## src/rtl/reg_write_arbiter_if.sv

```systemverilog
// Requester-side bus of the register-bank write arbiter: per-requester
// request/address/data in, registered grant and bank write strobe out.
interface reg_write_arbiter_if #(
    parameter int N  = 4,
    parameter int AW = 3,
    parameter int DW = 8
);
    logic [N-1:0]    inReq;
    logic [N*AW-1:0] inAddr;
    logic [N*DW-1:0] inData;
    logic [N-1:0]    outGnt;
    logic            outWrEn;
    logic [AW-1:0]   outWrAddr;
    logic [DW-1:0]   outWrData;
    logic            outBusy;

    modport master (
        output inReq, inAddr, inData,
        input  outGnt, outWrEn, outWrAddr, outWrData, outBusy
    );

    modport slave (
        input  inReq, inAddr, inData,
        output outGnt, outWrEn, outWrAddr, outWrData, outBusy
    );
endinterface

```

## src/rtl/reg_write_arbiter.sv

```systemverilog
// Round-robin arbiter sharing one register-bank write port among N requesters,
// with a per-grant burst limit that only applies while others are waiting.
module reg_write_arbiter #(
    parameter int N         = 4,
    parameter int AW        = 3,
    parameter int DW        = 8,
    parameter int MAX_BURST = 4
) (
    input  logic                 inClk,
    input  logic                 inRst,
    reg_write_arbiter_if.slave   bus
);
    localparam int PW = (N > 1) ? $clog2(N) : 1;
    localparam int CW = $clog2(MAX_BURST + 1);

    typedef enum logic {S_IDLE, S_GRANT} state_t;

    state_t          state_q, state_d;
    logic [PW-1:0]   owner_q, owner_d;
    logic [PW-1:0]   ptr_q, ptr_d;
    logic [CW-1:0]   cnt_q, cnt_d;
    logic [N-1:0]    gnt_q, gnt_d;
    logic            wr_en_q, wr_en_d;
    logic [AW-1:0]   wr_addr_q, wr_addr_d;
    logic [DW-1:0]   wr_data_q, wr_data_d;

    logic [AW-1:0]   req_addr [N];
    logic [DW-1:0]   req_data [N];

    genvar gi;
    generate
        for (gi = 0; gi < N; gi++) begin : g_unpack
            assign req_addr[gi] = bus.inAddr[gi*AW +: AW];
            assign req_data[gi] = bus.inData[gi*DW +: DW];
        end
    endgenerate

    // First requester at or after 'start', wrapping modulo N.
    function automatic logic [PW-1:0] rr_pick(input logic [N-1:0] req,
                                              input logic [PW-1:0] start);
        logic [PW-1:0] pick;
        logic          found;
        int            idx;
        pick  = start;
        found = 1'b0;
        for (int k = 0; k < N; k++) begin
            idx = (int'(start) + k) % N;
            if (!found && req[idx]) begin
                pick  = PW'(idx);
                found = 1'b1;
            end
        end
        return pick;
    endfunction

    logic            owner_req;
    logic [N-1:0]    others;
    logic            others_pending;
    logic            beat;
    logic [PW-1:0]   owner_succ;
    logic [PW-1:0]   succ_pick;

    always_comb begin
        owner_req      = bus.inReq[owner_q];
        others         = bus.inReq & ~gnt_q;
        others_pending = |others;
        beat           = (state_q == S_GRANT) && owner_req;
        owner_succ     = PW'((int'(owner_q) + 1) % N);
        succ_pick      = rr_pick(others, owner_succ);

        state_d   = state_q;
        owner_d   = owner_q;
        ptr_d     = ptr_q;
        cnt_d     = cnt_q;
        wr_en_d   = 1'b0;
        wr_addr_d = wr_addr_q;
        wr_data_d = wr_data_q;

        if (beat) begin
            wr_en_d   = 1'b1;
            wr_addr_d = req_addr[owner_q];
            wr_data_d = req_data[owner_q];
        end

        case (state_q)
            S_IDLE: begin
                if (|bus.inReq) begin
                    state_d = S_GRANT;
                    owner_d = rr_pick(bus.inReq, ptr_q);
                    cnt_d   = '0;
                end
            end
            S_GRANT: begin
                if (!owner_req) begin
                    ptr_d = owner_succ;
                    cnt_d = '0;
                    if (others_pending) owner_d = succ_pick;
                    else                state_d = S_IDLE;
                end else if (cnt_q == CW'(MAX_BURST - 1)) begin
                    // Burst limit only forces a handover when someone is waiting.
                    cnt_d = '0;
                    if (others_pending) begin
                        owner_d = succ_pick;
                        ptr_d   = owner_succ;
                    end
                end else begin
                    cnt_d = cnt_q + CW'(1);
                end
            end
            default: state_d = S_IDLE;
        endcase

        gnt_d = '0;
        if (state_d == S_GRANT) gnt_d[owner_d] = 1'b1;
    end

    always_ff @(posedge inClk) begin
        if (inRst) begin
            state_q   <= S_IDLE;
            owner_q   <= '0;
            ptr_q     <= '0;
            cnt_q     <= '0;
            gnt_q     <= '0;
            wr_en_q   <= 1'b0;
            wr_addr_q <= '0;
            wr_data_q <= '0;
        end else begin
            state_q   <= state_d;
            owner_q   <= owner_d;
            ptr_q     <= ptr_d;
            cnt_q     <= cnt_d;
            gnt_q     <= gnt_d;
            wr_en_q   <= wr_en_d;
            wr_addr_q <= wr_addr_d;
            wr_data_q <= wr_data_d;
        end
    end

    assign bus.outGnt    = gnt_q;
    assign bus.outWrEn   = wr_en_q;
    assign bus.outWrAddr = wr_addr_q;
    assign bus.outWrData = wr_data_q;
    assign bus.outBusy   = (state_q == S_GRANT);
endmodule

```

## src/flat_wrapper.sv

```systemverilog
// flat-port wrapper written by rule: the top's interface ports become plain ports
module reg_write_arbiter_flat 
#(
    parameter int N         = 4,
    parameter int AW        = 3,
    parameter int DW        = 8,
    parameter int MAX_BURST = 4
)
  (inClk, inRst, bus_inReq, bus_inAddr, bus_inData, bus_outGnt, bus_outWrEn, bus_outWrAddr, bus_outWrData, bus_outBusy);
  reg_write_arbiter_if #(.N(N), .AW(AW), .DW(DW)) bus_i ();
  input  logic inClk;
  input  logic inRst;
  input wire logic [$bits(bus_i.inReq)-1:0] bus_inReq;
  input wire logic [$bits(bus_i.inAddr)-1:0] bus_inAddr;
  input wire logic [$bits(bus_i.inData)-1:0] bus_inData;
  output wire logic [$bits(bus_i.outGnt)-1:0] bus_outGnt;
  output wire logic [$bits(bus_i.outWrEn)-1:0] bus_outWrEn;
  output wire logic [$bits(bus_i.outWrAddr)-1:0] bus_outWrAddr;
  output wire logic [$bits(bus_i.outWrData)-1:0] bus_outWrData;
  output wire logic [$bits(bus_i.outBusy)-1:0] bus_outBusy;
  assign bus_i.inReq = bus_inReq;
  assign bus_i.inAddr = bus_inAddr;
  assign bus_i.inData = bus_inData;
  assign bus_outGnt = bus_i.outGnt;
  assign bus_outWrEn = bus_i.outWrEn;
  assign bus_outWrAddr = bus_i.outWrAddr;
  assign bus_outWrData = bus_i.outWrData;
  assign bus_outBusy = bus_i.outBusy;
  reg_write_arbiter #(.N(N), .AW(AW), .DW(DW), .MAX_BURST(MAX_BURST)) u_core (.inClk(inClk), .inRst(inRst), .bus(bus_i));
endmodule
```

## config.mk

```make
export PLATFORM = sky130hd
export DESIGN_NAME = reg_write_arbiter_flat
export DESIGN_NICKNAME = d
export VERILOG_FILES = /design/src/rtl/reg_write_arbiter_if.sv /design/src/rtl/reg_write_arbiter.sv /design/src/flat_wrapper.sv
export SDC_FILE = /design/constraint.sdc
export NUM_CORES = 1
export LEC_CHECK = 0
export CORE_MARGIN = 8
export CORE_UTILIZATION = 37
export CTS_CLUSTER_DIAMETER = 100
export DETAILED_ROUTE_END_ITERATION = 10
export PLACE_DENSITY = 0.86
export SLEW_MARGIN = 5
export SYNTH_ARGS = -nofsm -noshare
export SYNTH_HDL_FRONTEND = slang
export SYNTH_SLANG_ARGS = --single-unit
```

## constraint.sdc

```tcl
create_clock -name inClk -period 2.1 [get_ports inClk]
set_clock_uncertainty 0.15 [all_clocks]
set_input_delay 0.315 -clock inClk [delete_from_list [all_inputs] [get_ports inClk]]
set_output_delay 0.315 -clock inClk [all_outputs]
set_load 0.03 [all_outputs]
```

==> key figures <==
Status
  – Status: finished clean

Route
  – Routed wire length: 4760 um
  – WL met1: 1850 um
  – Post-route ant nets: 0
  – Residual DRC count: 0
  – Met2 WL post-DR: 2560 um
  – Initial DRT Pass Iterations: 4
  – Post-DR vias/cell: 5.34
  – Routed WL per cell: 16.4 um
  – Highest metal used: met4
  – Vias: 1,549
  – Iteration-0 DRC Markers: 91
  – DR WL met3: 300 um

Global route
  – Total gr overflow: 0
  – Antenna violations before repair: 0
  – First-pass GRT wire length: 7540 um
  – GRT Resource Usage Total: 15.1%
  – Vias in the first global route: 1,613
  – Largest net degree at the start of global routing: 23

Timing
  – Max-slew violations: 0
  – # setup viols final: 0
  – RSZ-0062 raised after global routing: false
  – Worst-Margin Slew: 473 ps
  – Final hold vios: 0
  – Period utilisation layout: 96.1%
  – Setup tns final: 0 ps
  – F_max: 0.495 GHz
  – Worst rel slew slack: 68.2%
  – Final min period: 2020 ps
  – Setup ws final: 81.1 ps

Power
  – Cell leakage power: 0.000934 uW
  – Psw: 474 uW
  – Sequential Power Share: 34.1%
  – P_int: 1100 uW
  – Maximum vdd ir drop: 0.343 mV
  – PD cells: 648 mW/mm2
  – Clock Power Share: 25.6%
  – Comb power frac: 40.3%
  – Sw Ratio: 30.1%

CTS
  – Root buffer cell: clkbuf_8
  – CTS clk-pin slew, worst paths: 90 ps
  – Clock Latency Late Sink: 270 ps
  – Hold_buf cts: 0
  – Clk sinks: 24
  – Cts bufs inserted: 3
  – H-Tree Depth: 1
  – TritonCTS clock tree: done
  – CTS max path bufs: 2

Floorplan
  – Die width: 77.9 um
  – Core ar.: 0.00366 mm2
  – Die Area: 0.00606 mm2
  – Rows: 22
  – Initial Util: 38.7%
  – IO Count: 67
  – Die height: 77.9 um

Synth
  – Mapped Cells: 155
  – Synth Cell Area: 0.00142 mm2
  – Number of flops mapped to enable cells by yosys: 0
  – Ys async rst share: 0%
  – Syn avg cell area: 9.14 um2
  – Yosys reg bits: 24
  – Primary FF master, synth: dfxtp_1
  – Post-synth net total: 206
  – Yosys cell types: 43
  – Sequential share of the synthesized area: 33.9%
  – Yosys Warn Count: 0

Critical path
  – Crit path kind: reg -> out
  – CP max stage delay: 750 ps
  – Worst Path Required: 1630 ps
  – CP top delay family: buffers and inverters
  – Crit-path cells: clkdlybuf4s50_1
  – Beginning of the worst register-to-register path: u_core.owner_q[1]
  – Worst R2R Path Depth: 6
  – Crit path DAT: 1550 ps
  – CP endpoint kind: output pin
  – Worst path bufs/invs: 1
  – Critical-path maximum fanout: 11
  – Type of origin of the critical path: register
  – R2R Setup Slk: 100 ps
  – Worst r2r dst: u_core.bus.outGnt[2]
  – Crit-path slowest cell: clkdlybuf4s50_1

Placed design
  – DP Cell Count: 285
  – Hpwl dp: 3760 um
  – Number of buffers added on ports: 66
  – Place WS: -347 ps
  – GP Congestion: 0.897

Cells and area
  – Register area: 482 um2
  – ANT cells: 0
  – Fin cells: 290
  – Commonest non-fill, non-tap cells in the layout: clkdlybuf4s50_1 (62), nand2_1 (28), buf_4 (25)
  – Most common cell after layout, fill and taps aside: clkdlybuf4s50_1
  – Nets@finish: 294
  – Multi-input logic area: 925 um2
  – Layout area overhead: 71.4%
  – Final Util: 66.3%
  – Fillers: 306
  – Layout cells sized above 1: 24.4%

Run
  – Max cap viols: 0

Min path
  – Hold Crit Start: u_core.bus.outWrData[3]
  – Hold Path Sink: u_core.bus.outWrData[3]
  – Worst hold stages: 2
  – Tightest Hold Check Type: reg -> reg
==> registers in the layout, summed over array words and instances, names as in the netlist <==
| name | count |
|---|---|
| u_core.bus.outWrData | 8 |
| u_core.bus.outGnt | 4 |
| u_core.bus.outWrAddr | 3 |
| u_core.cnt_q | 3 |
| u_core.owner_q | 2 |
| u_core.ptr_q | 2 |
| u_core.bus.outBusy | 1 |
| u_core.bus.outWrEn | 1 |
==> worst max path at each step <==
stage | to | start | depth (start not counted) | slack (ps)
global route | u_core.bus.outGnt[2] | u_core.cnt_q[0] | 7 | 30
CTS | u_core.owner_q[1] | bus_inReq[3] | 8 | 20
global placement | u_core.bus.outGnt[2] | bus_inReq[1] | 7 | -260
floorplan | u_core.bus.outGnt[2] | u_core.owner_q[1] | 6 | 130
finish | bus_outBusy | u_core.bus.outBusy | 1 | 80
detailed placement | u_core.bus.outGnt[2] | bus_inReq[1] | 7 | -350
==> cells in the mapped netlist (2+ instances only) <==
master,instances,area (um2)
a21oi_1,15,75.1
nor4_1,2,12.5
a211oi_1,2,15.0
o21ai_0,3,15.0
a21boi_0,2,15.0
dfxtp_1,24,480
nor3_1,3,15.0
mux4_2,12,270
nor2b_1,6,37.5
nand3_1,2,10.0
nor2_1,9,33.8
buf_2,3,15.0
nor3b_1,2,15.0
a31oi_1,3,18.8
nand2_1,28,105
buf_1,2,7.51
nand2b_1,4,25.0
a311oi_1,2,17.5
clkbuf_1,4,15.0
inv_1,4,15.0
==> layer usage <==
metal / global-route usage (%) / up-vias
li1: - / 745
met1: 16.7 / 746
met2: 28.3 / 54
met3: 3.34 / 4
met4: 3.96 / 0
met5: 0 / -
==> cells by family after synthesis <==
kind of cell	synth area share [%]
simple gates	22.8
buf+inv	3.71
flops	33.9
fa+ha+maj	0.883
mux	20.8
compound gates	17.2
xor+xnor	0.618
==> per-stage QoR <==
step                      hold slack (ps)  instance area [um2]  total power (uW)
after global placement                291                 2300              1140
final                                 305                 2430              1570
after floorplan                       308                 1420               867
after CTS                             310                 2380              1560
after detailed placement              297                 2300              1160
after global routing                  331                 2430              1650
==> power by group through the flow <==
| stage | sequential (uW) | combinational (uW) | clock, uW |
|---|---|---|---|
| 2_1_floorplan | 599 | 268 | 0 |
| 3_3_place_gp | 544 | 593 | 0 |
| 3_5_place_dp | 546 | 610 | 0 |
| 4_1_cts | 535 | 620 | 408 |
| 5_1_grt | 541 | 683 | 424 |
| 6_report | 537 | 634 | 403 |
==> area by class of cell <==
cell class              count  share of cell area [%]
clock buffers               3                    1.70
well taps                  48                    2.47
inverters                   4                   0.619
flip-flops and latches     24                    19.8
repair buffers             92                    36.0
clock inverters             1                    1.24
multi-input cells         118                    38.1
==> repair_timing <==
| item | CTS | global route |
|---|---|---|
| endpoints found under the hold margin | 0 | 0 |
| setup endpoints to repair | 6 | 7 |
| gates resized for setup | 4 | 12 |
| pin swaps | 1 | 4 |
| buffers inserted | 0 | 1 |
No activity file was read; power rests on OpenSTA's default activity.
